File: src/rtl/cpu_pkg.sv
// Shared types and constants for the processor boot path.
// The loader FSM state encoding lives here so that status decoders can reuse it.
package cpu_pkg;

    localparam int INSTR_W        = 32;
    localparam int BYTES_PER_WORD = 4;
    localparam int LANE_W         = $clog2(BYTES_PER_WORD);

    typedef enum logic [1:0] {
        ST_IDLE  = 2'd0,
        ST_LOAD  = 2'd1,
        ST_DONE  = 2'd2,
        ST_ERROR = 2'd3
    } loader_state_t;

endpackage

File: src/rtl/imem_loader_byte_packer.sv
// Little-endian byte-to-word assembler: a lane counter plus one byte register per lane.
// word_o bypasses the incoming byte, so the word is complete in the same cycle its last lane arrives.
module byte_packer
    import cpu_pkg::*;
(
    input  logic               clk,
    input  logic               reset,
    input  logic               clear_i,
    input  logic               accept_i,
    input  logic [7:0]         data_i,
    output logic [INSTR_W-1:0] word_o,
    output logic               word_done_o
);

    logic [LANE_W-1:0] lane_q;

    always_ff @(posedge clk) begin
        if (reset || clear_i) begin
            lane_q <= '0;
        end else if (accept_i) begin
            lane_q <= lane_q + 1'b1;
        end
    end

    for (genvar gi = 0; gi < BYTES_PER_WORD; gi++) begin : g_lane
        logic [7:0] byte_q;
        logic       hit;

        assign hit = accept_i && (lane_q == LANE_W'(gi));

        always_ff @(posedge clk) begin
            if (reset) begin
                byte_q <= '0;
            end else if (hit) begin
                byte_q <= data_i;
            end
        end

        assign word_o[8*gi +: 8] = hit ? data_i : byte_q;
    end

    assign word_done_o = accept_i && (lane_q == LANE_W'(BYTES_PER_WORD - 1));

endmodule

File: src/rtl/imem_loader.sv
// Boot loader: streams bytes into instruction memory word by word and holds the core
// in reset until a complete, well-formed image has been written.
module imem_loader
    import cpu_pkg::*;
#(
    parameter int ADDR_W = 8,
    parameter int DEPTH  = 256
) (
    input  logic               clk,
    input  logic               reset,
    input  logic               start,
    input  logic               s_valid,
    output logic               s_ready,
    input  logic [7:0]         s_data,
    input  logic               s_last,
    output logic               imem_wr_en,
    output logic [ADDR_W-1:0]  imem_wr_addr,
    output logic [INSTR_W-1:0] imem_wr_data,
    output logic               cpu_hold,
    output logic               done,
    output logic               err,
    output logic [ADDR_W:0]    words_loaded
);

    localparam logic [ADDR_W-1:0] LAST_ADDR = ADDR_W'(DEPTH - 1);

    loader_state_t      state_q, state_d;
    logic [ADDR_W-1:0]  waddr_q, waddr_d;
    logic [ADDR_W:0]    words_q, words_d;
    logic               wr_en_q, wr_en_d;
    logic [ADDR_W-1:0]  wr_addr_q, wr_addr_d;
    logic [INSTR_W-1:0] wr_data_q, wr_data_d;
    logic               hold_q, hold_d;
    logic               done_q, done_d;
    logic               err_q, err_d;

    logic               clear;
    logic               accept;
    logic               word_done;
    logic [INSTR_W-1:0] word;

    assign s_ready = (state_q == ST_LOAD);
    assign accept  = s_valid && s_ready;

    byte_packer u_packer (
        .clk         (clk),
        .reset       (reset),
        .clear_i     (clear),
        .accept_i    (accept),
        .data_i      (s_data),
        .word_o      (word),
        .word_done_o (word_done)
    );

    always_comb begin
        state_d = state_q;
        clear   = 1'b0;
        unique case (state_q)
            ST_IDLE, ST_DONE, ST_ERROR: begin
                if (start) begin
                    state_d = ST_LOAD;
                    clear   = 1'b1;
                end
            end
            ST_LOAD: begin
                if (word_done) begin
                    if (s_last) begin
                        state_d = ST_DONE;
                    end else if (waddr_q == LAST_ADDR) begin
                        state_d = ST_ERROR;
                    end
                end else if (accept && s_last) begin
                    state_d = ST_ERROR;
                end
            end
            default: state_d = ST_IDLE;
        endcase
    end

    always_comb begin
        waddr_d   = waddr_q;
        words_d   = words_q;
        wr_en_d   = word_done;
        wr_addr_d = wr_addr_q;
        wr_data_d = wr_data_q;
        if (clear) begin
            waddr_d = '0;
            words_d = '0;
        end
        if (word_done) begin
            wr_addr_d = waddr_q;
            wr_data_d = word;
            waddr_d   = waddr_q + 1'b1;
            words_d   = words_q + 1'b1;
        end
        done_d = (state_d == ST_DONE);
        err_d  = (state_d == ST_ERROR);
        // Release the core only after a full cycle in DONE, so the last write lands first.
        hold_d = !((state_q == ST_DONE) && (state_d == ST_DONE));
    end

    always_ff @(posedge clk) begin
        if (reset) begin
            state_q   <= ST_IDLE;
            waddr_q   <= '0;
            words_q   <= '0;
            wr_en_q   <= 1'b0;
            wr_addr_q <= '0;
            wr_data_q <= '0;
            hold_q    <= 1'b1;
            done_q    <= 1'b0;
            err_q     <= 1'b0;
        end else begin
            state_q   <= state_d;
            waddr_q   <= waddr_d;
            words_q   <= words_d;
            wr_en_q   <= wr_en_d;
            wr_addr_q <= wr_addr_d;
            wr_data_q <= wr_data_d;
            hold_q    <= hold_d;
            done_q    <= done_d;
            err_q     <= err_d;
        end
    end

    assign imem_wr_en   = wr_en_q;
    assign imem_wr_addr = wr_addr_q;
    assign imem_wr_data = wr_data_q;
    assign cpu_hold     = hold_q;
    assign done         = done_q;
    assign err          = err_q;
    assign words_loaded = words_q;

endmodule

File: config.mk
export PLATFORM = sky130hd
export DESIGN_NAME = imem_loader
export DESIGN_NICKNAME = d
export VERILOG_FILES = /design/src/rtl/cpu_pkg.sv /design/src/rtl/imem_loader_byte_packer.sv /design/src/rtl/imem_loader.sv
export SDC_FILE = /design/constraint.sdc
export NUM_CORES = 1
export LEC_CHECK = 0
export BUFFER_PORTS_ARGS = -buffer_cell sky130_fd_sc_hd__clkbuf_2
export CORE_ASPECT_RATIO = 1.5
export CORE_MARGIN = 5
export CORE_UTILIZATION = 30
export DETAILED_ROUTE_END_ITERATION = 8
export GPL_ROUTABILITY_DRIVEN = 0
export PLACE_DENSITY = 0.53
export RECOVER_POWER = 50
export REMOVE_ABC_BUFFERS = 1
export SYNTH_ARGS = -nofsm -noshare
export SYNTH_HDL_FRONTEND = slang
export SYNTH_SLANG_ARGS = --single-unit
File: constraint.sdc
create_clock -name clk -period 2.9 [get_ports clk]
set_input_delay 0.435 -clock clk [delete_from_list [all_inputs] [get_ports clk]]
set_output_delay 0.435 -clock clk [all_outputs]
set_load 0.1 [all_outputs]
# After elaboration in Yosys (flattened, before gate mapping)
# Cells that the tools add are included.
# Widths: inputs -> output; s select.
[totals]
ff_bits = 89
input_bits = 13
out_inout_bits = 54
wordCells = 53
[op_classes]
add_sub_neg = 3
n_eq_ne = 9
n_mux = 15
reduce_logical = 13
[ops]
columns = ["cell", "count"]
rows = [
  ["$mux 8", 5],
  ["$mux 9", 2],
  ["$eq 2x2->1 const B", 6],
  ["$mux 2", 5],
  ["$add 9x1->9 const B", 1],
  ["$add 8x1->8 const B", 1],
  ["$eq 8x8->1 const B", 1],
  ["$logic_and 1x1->1", 7],
  ["$eq 2x1->1 const B", 2],
  ["$logic_not 2->1", 2],
  ["$pmux 2 s2", 1],
  ["$reduce_or 3->1", 1],
  ["$add 2x1->2 const B", 1],
  ["$mux 1", 2],
  ["$reduce_bool 2->1", 1],
  ["$logic_not 1->1", 1],
  ["$logic_or 1x1->1", 1],
]

# Longest topological paths before layout
# Gate-level depths: netlist of the first run.
[depth]
depth_word = 9
depth_mapped = 7
mapped_depth_nobuf = 5

# Cells and area by module
# From an unflattened synthesis of the first run, not the netlist that was laid out.
[unflattened]
cells_unflattened = 406
area_unflattened_um2 = 4380.5
[by_module_without_submodules]
columns = ["module", "n_inst", "cells_each", "area_per_inst_um2", "seq_area_each_um2"]
rows = [
  ["imem_loader", 1, 243, 2504.9, 1261.2],
  ["byte_packer", 1, 163, 1875.5, 680.7],
]

# Worst setup path before layout of the first run
# OpenSTA, ideal clock, no wires.
[synth_timing]
kind = "reg-to-reg"
startpoint = "register words_q[0], in the netlist words_loaded[0]"
endpoint = "register words_q[6], in the netlist words_loaded[6]"
setup_time_ps = 161
arrival_time_ps = 1873
required_time_ps = 2739
path_slack_ps = 867
stages_incl_launch_ff = 6
n_path_buf = 0
synth_period_minus_slack_ps = 2033
cell_sequence = "dfxtp_1 -> ha_1 -> and3_1 -> nand4_1 -> nand3_1 -> o31ai_1"
[synth_via]
elab_chain_cells = 2
[synth_lines]
columns = ["item", "line", "rtl"]
rows = [
  ["start: declaration", "imem_loader.sv:29", "logic [ADDR_W:0] words_q, words_d;"],
  ["start signal: assignment", "imem_loader.sv:116", "words_q <= words_d;"],
  ["$add 9x1->9", "imem_loader.sv:94", "words_d = words_q + 1'b1;"],
  ["$mux 9", "imem_loader.sv:90", "if (word_done) begin"],
]
# No other way between the ends.
# A chain may end at the register's enable or synchronous reset.

# Worst setup path in the final report of the first run
[layout_timing]
startpoint = "register state_q[0]"
endpoint = "output port s_ready"
[layout_via]
elab_chain_cells = 1
[layout_lines]
columns = ["item", "line", "rtl"]
rows = [
  ["start: declaration", "imem_loader.sv:27", "loader_state_t state_q, state_d;"],
  ["start signal: assignment", "imem_loader.sv:114", "state_q <= state_d;"],
  ["$eq 2x1->1", "imem_loader.sv:42", "assign s_ready = (state_q == ST_LOAD);"],
  ["end: declaration", "imem_loader.sv:13", "output logic s_ready,"],
]
# No other way between the ends.

==> results of run 1 <==
## flip-flops by register name, summed over array words and instances, names as in the netlist, 2 cells and up
name	count
imem_wr_addr	8
state_q	2
u_packer.g_lane.byte_q	24
imem_wr_data	32
words_loaded	9
u_packer.lane_q	2
waddr_q	8
## cell usage in the layout, fill, tap and decap left out, types with 2 or more instances in the layout
master      count
a22oi_1         2
a211oi_2       17
a211oi_1       10
a21oi_1        25
nand2b_1        2
o21ai_0         3
ha_1            6
clkinvlp_4      3
nor2_1         63
and2_1          2
nand3_1        14
nand3b_1        2
inv_1           3
or2_2           3
mux2i_1        27
nand4b_1        2
clkbuf_2       24
nand2_1        39
clkbuf_1       43
clkbuf_16       9
o31ai_1         4
nand4_1         4
and3_1          4
clkinv_2        2
buf_4           2
dfxtp_1        89
## area by class of cell
type,count,share of cell area (%)
clock inverter,6,1.007
clock buffer,10,5.827
multi-input combinational,244,37.16
inverter,3,0.2746
sequential,89,43.44
tap,150,4.576
timing repair buffer,70,7.718
## kinds of logic (layout without fill, tap and decap cells)
group                      after synthesis  in the layout  share of synthesized area (%)
buffers and inverters                   24             89                          3.672
adders and majority gates                6              6                          2.160
xor gates and xnor gates                 1              1                         0.2520
and+or+nand+nor                        143            143                          19.76
muxes                                   27             27                          7.775
AOI/OAI and AO/OA                       67             67                          15.12
DFF                                     89             89                          51.26
## tightest hold or removal path, cell delays in order
cell	delay, ns
clkbuf_2	0.11
nand2_1	0.06
a21oi_1	0.05
## synthesized netlist by cell type (2+ instances only)
cell       n
dfxtp_1   89
nor2_1    63
nand2_1   39
mux2i_1   27
a21oi_1   24
a211oi_2  17
nand3_1   11
a211oi_1  10
clkbuf_1  10
ha_1       6
buf_4      5
and3_1     4
nand4_1    4
o31ai_1    4
and2_1     3
buf_2      3
nand3_4    3
o21ai_0    3
or2_2      3
a22oi_1    2
buf_6      2
inv_1      2
nand3b_1   2
nand4b_1   2
## worst min path at each step
stage                           from                to
floorplan                 waddr_q[7]   imem_wr_addr[7]
global placement    imem_wr_data[28]  imem_wr_data[28]
detailed placement  imem_wr_data[28]  imem_wr_data[28]
CTS                        s_data[4]  imem_wr_data[28]
global route               s_data[5]  imem_wr_data[29]
finish                     s_data[4]  imem_wr_data[28]
## metrics by stage
stage	setup TNS, ns	worst slack (ns)	total power [mW]
global route	0	0.6438	2.524
global placement	0	0.9324	1.366
CTS	0	0.8266	2.451
floorplan	-0.5016	-0.1295	1.316
finish	0	0.8258	2.401
detailed placement	0	0.8935	1.368
## power groups by stage
stage                     logic (mW)  clock network, mW  registers [mW]
final                         0.0963               1.07            1.24
after global placement         0.103                  0            1.26
after floorplan               0.0486                  0            1.27
after global routing           0.107               1.18            1.24
after CTS                      0.105               1.11            1.24
after detailed placement       0.105                  0            1.26
## routing by layer
metal	up-vias	part of all wire [%]	global-route usage [%]
li1	1366	-	-
met1	1257	44	13.79
met2	55	50	20.24
met3	12	4.8	3.099
met4	0	2.0	5.470
met5	-	0	0
==> reports/qor.csv, run 1 <==
stage,metric,value,unit
cells_and_area,Reg area,1782,sq um
pwr,Pint,1.860,mW
cells_and_area,fin area,4101,sq um
floorplan,IO Pins,67,
grt,All-Layer GR Usage,11.85,%
synthesis,Synth Warn #,0,
synthesis,number of enable flip-flop cells after synthesis,0,
synthesis,Synth top area share,51.26,%
clocking,Root Buffer,clkbuf_16,
setup_path,reg-to-reg setup timing slack,0.84,ns
placed_design,placed inst area,3924,sq um
timing,Hold WS,0.3612,ns
grt,largest net degree at the start of global routing,56,
clocking,CTS tree,yes,
floorplan,die area,13880,sq um
grt,global route overflow,0,
cells_and_area,share of layout cells above drive strength 1,15.88,%
pwr,Comb power frac,4.0,%
cells_and_area,area grow syn2layout,18.00,%
clocking,H-tree levels,3,
timing,worst clock skew,0.008212,ns
route,Routed WL,7941,microns
cells_and_area,NumNets Final,436,
setup_path,crit path DAT,1.64,ns
placed_design,dpl hpwl,5483,microns
synthesis,post-synth top area cell,dfxtp_1,
setup_path,worst r2r dst,imem_wr_data[20],
synthesis,Post-Syn Area per Cell,9.736,sq um
placed_design,cell count after placement,556,
setup_path,Critical Path RT,2.47,ns
synthesis,async set-reset flop share out of synthesis,0,%
synthesis,Cell variety after synth,43,
setup_path,critical path depth in cells,3,
timing,"Slew Viols, Final",0,
synthesis,register area share after synthesis,51.26,%
floorplan,Die Wd,97.89,microns
route,Vias,2690,
clocking,CTS Buf Count,9,
synthesis,dominant synthesized flop cell,dfxtp_1,
synthesis,Synth Cell Area,3476,sq um
floorplan,Die Ht,141.8,microns
setup_path,"Max FO, Critical Path",7,
setup_path,number of buffer and inverter stages on the critical path,2,
setup_path,crit-path max cell delay,0.50,ns
clocking,clock buffer depth,2,
route,drt drc,0,
synthesis,post-synthesis cell count,357,
cells_and_area,antenna cells,0,
grt,first-pass GRT wire length,13020,microns
floorplan,Initial Utilization,30.46,%
grt,antenna violations before repair,0,
clocking,clk slew on worst S/H paths,0.06,ns
timing,Final min period,2.074,ns
cells_and_area,Filler cells,1244,
timing,Hold Fails Final Rpt,0,
synthesis,Synth area leaders,"dfxtp_1 51%, mux2i_1 7.8%, nor2_1 6.8%",
route,Antenna Nets Post-Route,0,
route,Avg WL per Cell,13.88,microns
floorplan,total core area,11410,sq um
route,Vias/cell,4.703,
timing,unrepaired setup endpoints after global routing,false,
pwr,Max IR drop VDD,271.8,uV
timing,Setup Viol. Count Final,0,
pwr,Static Leakage,1.618,nW
placed_design,input/output buffers,66,
timing,period utilization,71.52,%
route,DRT iter0 DRCs,118,
cells_and_area,"non-filler cells, final",572,
setup_path,critical-path cell list,"nand2b_1, inv_1, clkbuf_2",
pwr,Sw Pwr,541.8,uW
setup_path,r2r worst-path depth,5,
cells_and_area,fin util,35.94,%
clocking,cts repair resizes,0,
timing,fmax,482.1,MHz
setup_path,r2r startpoint,state_q[0],
pwr,switching share of power,22.56,%
cells_and_area,Multi-input gate area,1524,sq um
pwr,PD cells,585.5,nW/um^2
setup_path,crit start category,flip-flop,
setup_path,CP Capture Point,s_ready,
run,max_cap viols,0,
synthesis,Synth Register Bits,89,
setup_path,Worst setup EP type,primary output,
setup_path,"CP delay by family, top",buffers and inverters,
timing,Worst-Margin Slew,1.201,ns
clocking,clk sinks,89,
clocking,Post-CTS Hold Buffers,0,
hold_path,Hold Path Cell Cnt,3,
floorplan,Row Count,48,
clocking,Setup Buffers After CTS,0,
pwr,Clk pwr share,44.5,%
status,outcome,"complete, no violations",
timing,Max-slew headroom,20.25,%
setup_path,CP startpoint,state_q[0],
setup_path,worst-path cell with the longest stage delay,clkbuf_2,
grt,vias in the first global route,2593,
setup_path,critical path type,reg2out,
clocking,Skew-Pair Late Insertion Delay,0.34,ns
pwr,sequential share of power,51.5,%
hold_path,Hold Path Class,in2reg,
route,DR pass1 iterations,4,
(Power assumes the default switching activity.)
==> inputs of run 2 (changes only) <==
PLACE_DENSITY = 0.54   (was 0.53)
clock period = 1.7 ns   (was 2.9 ns; I/O delays follow)
==> reports/qor.csv, run 2 (synthesis gave the netlist of run 1 again) <==
stage,metric,value,unit
status,outcome,"complete, no violations",
cells_and_area,share of layout cells above drive strength 1,29.00,%
route,Vias,2703,
clocking,H-tree levels,3,
setup_path,"CP delay by family, top",compound AO/OA/AOI/OAI gates,
hold_path,Worst Hold Path EP,imem_wr_data[28],
route,Antenna Nets Post-Route,0,
clocking,CTS tree,yes,
timing,Setup Viol. Count Final,0,
route,DR WL met2,3914,microns
setup_path,r2r worst-path depth,6,
cells_and_area,"most common cell after layout, fill and taps aside",dfxtp_1,
floorplan,Row Count,48,
timing,Hold Fails Final Rpt,0,
setup_path,crit-path max cell delay,0.31,ns
cells_and_area,NumNets Final,446,
route,drt drc,0,
floorplan,Initial Utilization,30.46,%
cells_and_area,antenna cells,0,
placed_design,dpl hpwl,5634,microns
cells_and_area,"commonest non-fill, non-tap cells in the layout","88 x dfxtp_1, 64 x clkbuf_2, 63 x nor2_1",
grt,first-pass GRT wire length,13480,microns
placed_design,input/output buffers,66,
grt,vias in the first global route,2673,
cells_and_area,area grow syn2layout,25.41,%
route,Vias/cell,4.652,
grt,antenna violations before repair,0,
timing,Hold WS,0.1856,ns
hold_path,Hold Path Class,in2reg,
timing,Worst-Margin Slew,0.5538,ns
setup_path,worst r2r dst,words_loaded[2],
setup_path,Worst setup EP type,flip-flop,
clocking,clk slew on worst S/H paths,0.06,ns
placed_design,cell count after placement,563,
setup_path,"Max FO, Critical Path",10,
clocking,clk sinks,89,
clocking,Skew-Pair Late Insertion Delay,0.33,ns
pwr,post-layout power,4.441,mW
clocking,Root Buffer,clkbuf_16,
setup_path,critical path depth in cells,6,
cells_and_area,Filler cells,1187,
setup_path,critical path type,reg2reg,
grt,All-Layer GR Usage,12.00,%
setup_path,worst-path cell with the longest stage delay,dfxtp_1,
setup_path,Critical Path RT,1.95,ns
route,met3 WL,365,microns
route,DRT iter0 DRCs,82,
grt,largest net degree at the start of global routing,48,
floorplan,die area,13880,sq um
clocking,clock buffer depth,2,
setup_path,crit start category,flip-flop,
floorplan,Die Ht,141.8,microns
timing,"Slew Viols, Final",0,
pwr,Max IR drop VDD,436.8,uV
route,DR pass1 iterations,4,
grt,global route overflow,0,
setup_path,number of buffer and inverter stages on the critical path,1,
route,Routed met1 length,3513,microns
clocking,CTS Buf Count,9,
floorplan,total core area,11410,sq um
cells_and_area,"non-filler cells, final",581,
timing,period utilization,94.79,%
clocking,Post-CTS Hold Buffers,0,
run,max_cap viols,0,
route,Routed WL,7916,microns
setup_path,crit path DAT,1.86,ns
timing,Max-slew headroom,63.24,%
hold_path,Hold Path Cell Cnt,3,
route,Avg WL per Cell,13.62,microns
setup_path,r2r startpoint,u_packer.lane_q[0],
timing,worst clock skew,0.008566,ns
pwr,Static Leakage,1.854,nW
floorplan,Die Wd,97.89,microns
route,Max Used Layer,met4,
setup_path,critical-path cell list,"ha_1, and4b_4, buf_4, a21oi_4, nor2_1, a211oi_1",
timing,fmax,620.6,MHz
cells_and_area,max reg flops,32,
timing,Final min period,1.611,ns
hold_path,Hold Startpoint,s_data[4],
pwr,PD cells,1019,nW/um^2
floorplan,IO Pins,67,
setup_path,reg-to-reg setup timing slack,0.09,ns
[run 2: cell count changes in the layout (fill, tap and decap cells not counted), sizes merged]
cell and delta:
clkinvlp -2, bufinv +2, buf +12, clkinv -1, inv -1, clkbuf -1
[run 2: worst min-delay path, cell delays in order]
cell      delay (ns)
clkbuf_2        0.11
nand2_1         0.06
a21oi_1         0.05
[run 2: where the power goes]
| part | internal [mW] | switching, mW |
|---|---|---|
| Clock | 1.36 | 0.778 |
| Sequential | 2.10 | 0.00777 |
| Combinational | 0.0645 | 0.129 |
[run 2: area by class of cell]
class,count,area [sq um],share of cell area [%]
Tap cell,150,187.7,4.305
Timing Repair Buffer,80,485.5,11.14
Clock inverter,4,76.32,1.751
Sequential cell,89,1783,40.90
Inverter,3,13.76,0.3157
Clock buffer,11,252.7,5.798
Multi-Input combinational cell,244,1560,35.79
[run 2: worst max-delay path by stage]
| stage | start | to | slack (ns) |
|---|---|---|---|
| after global routing | u_packer.lane_q[0] | waddr_q[2] | -0.003 |
| after global placement | u_packer.lane_q[0] | waddr_q[3] | 0.08 |
| after detailed placement | u_packer.lane_q[1] | imem_wr_data[2] | 0.06 |
| final | u_packer.lane_q[0] | words_loaded[2] | 0.09 |
| after CTS | state_q[1] | s_ready | 0.03 |
| after floorplan | u_packer.lane_q[0] | err | -1.33 |
[run 2: layer usage]
layer | vias up | track usage (%)
met5 | - | 0
li1 | 1374 | -
met2 | 52 | 20.39
met4 | 0 | 4.376
met1 | 1269 | 14.32
met3 | 8 | 3.492
[run 2: what timing repair did]
action,CTS,global route
cloned,0,0
buffers inserted,0,3
gates resized for setup,1,5
pin swaps,0,1
hold endpoints to repair,0,0
setup endpoints to repair,1,27
[run 2: through the flow]
stage	utilization (%)	setup slack [ns]	area [sq um]	TNS [ns]
after floorplan	-	-1.329	3359	-59.94
after global placement	35.00	0.08495	3994	0
after detailed placement	35.00	0.05873	3994	0
after CTS	37.91	0.02544	4325	0
after global routing	38.20	-0.003171	4359	-0.003171
final	38.20	0.08865	4359	0
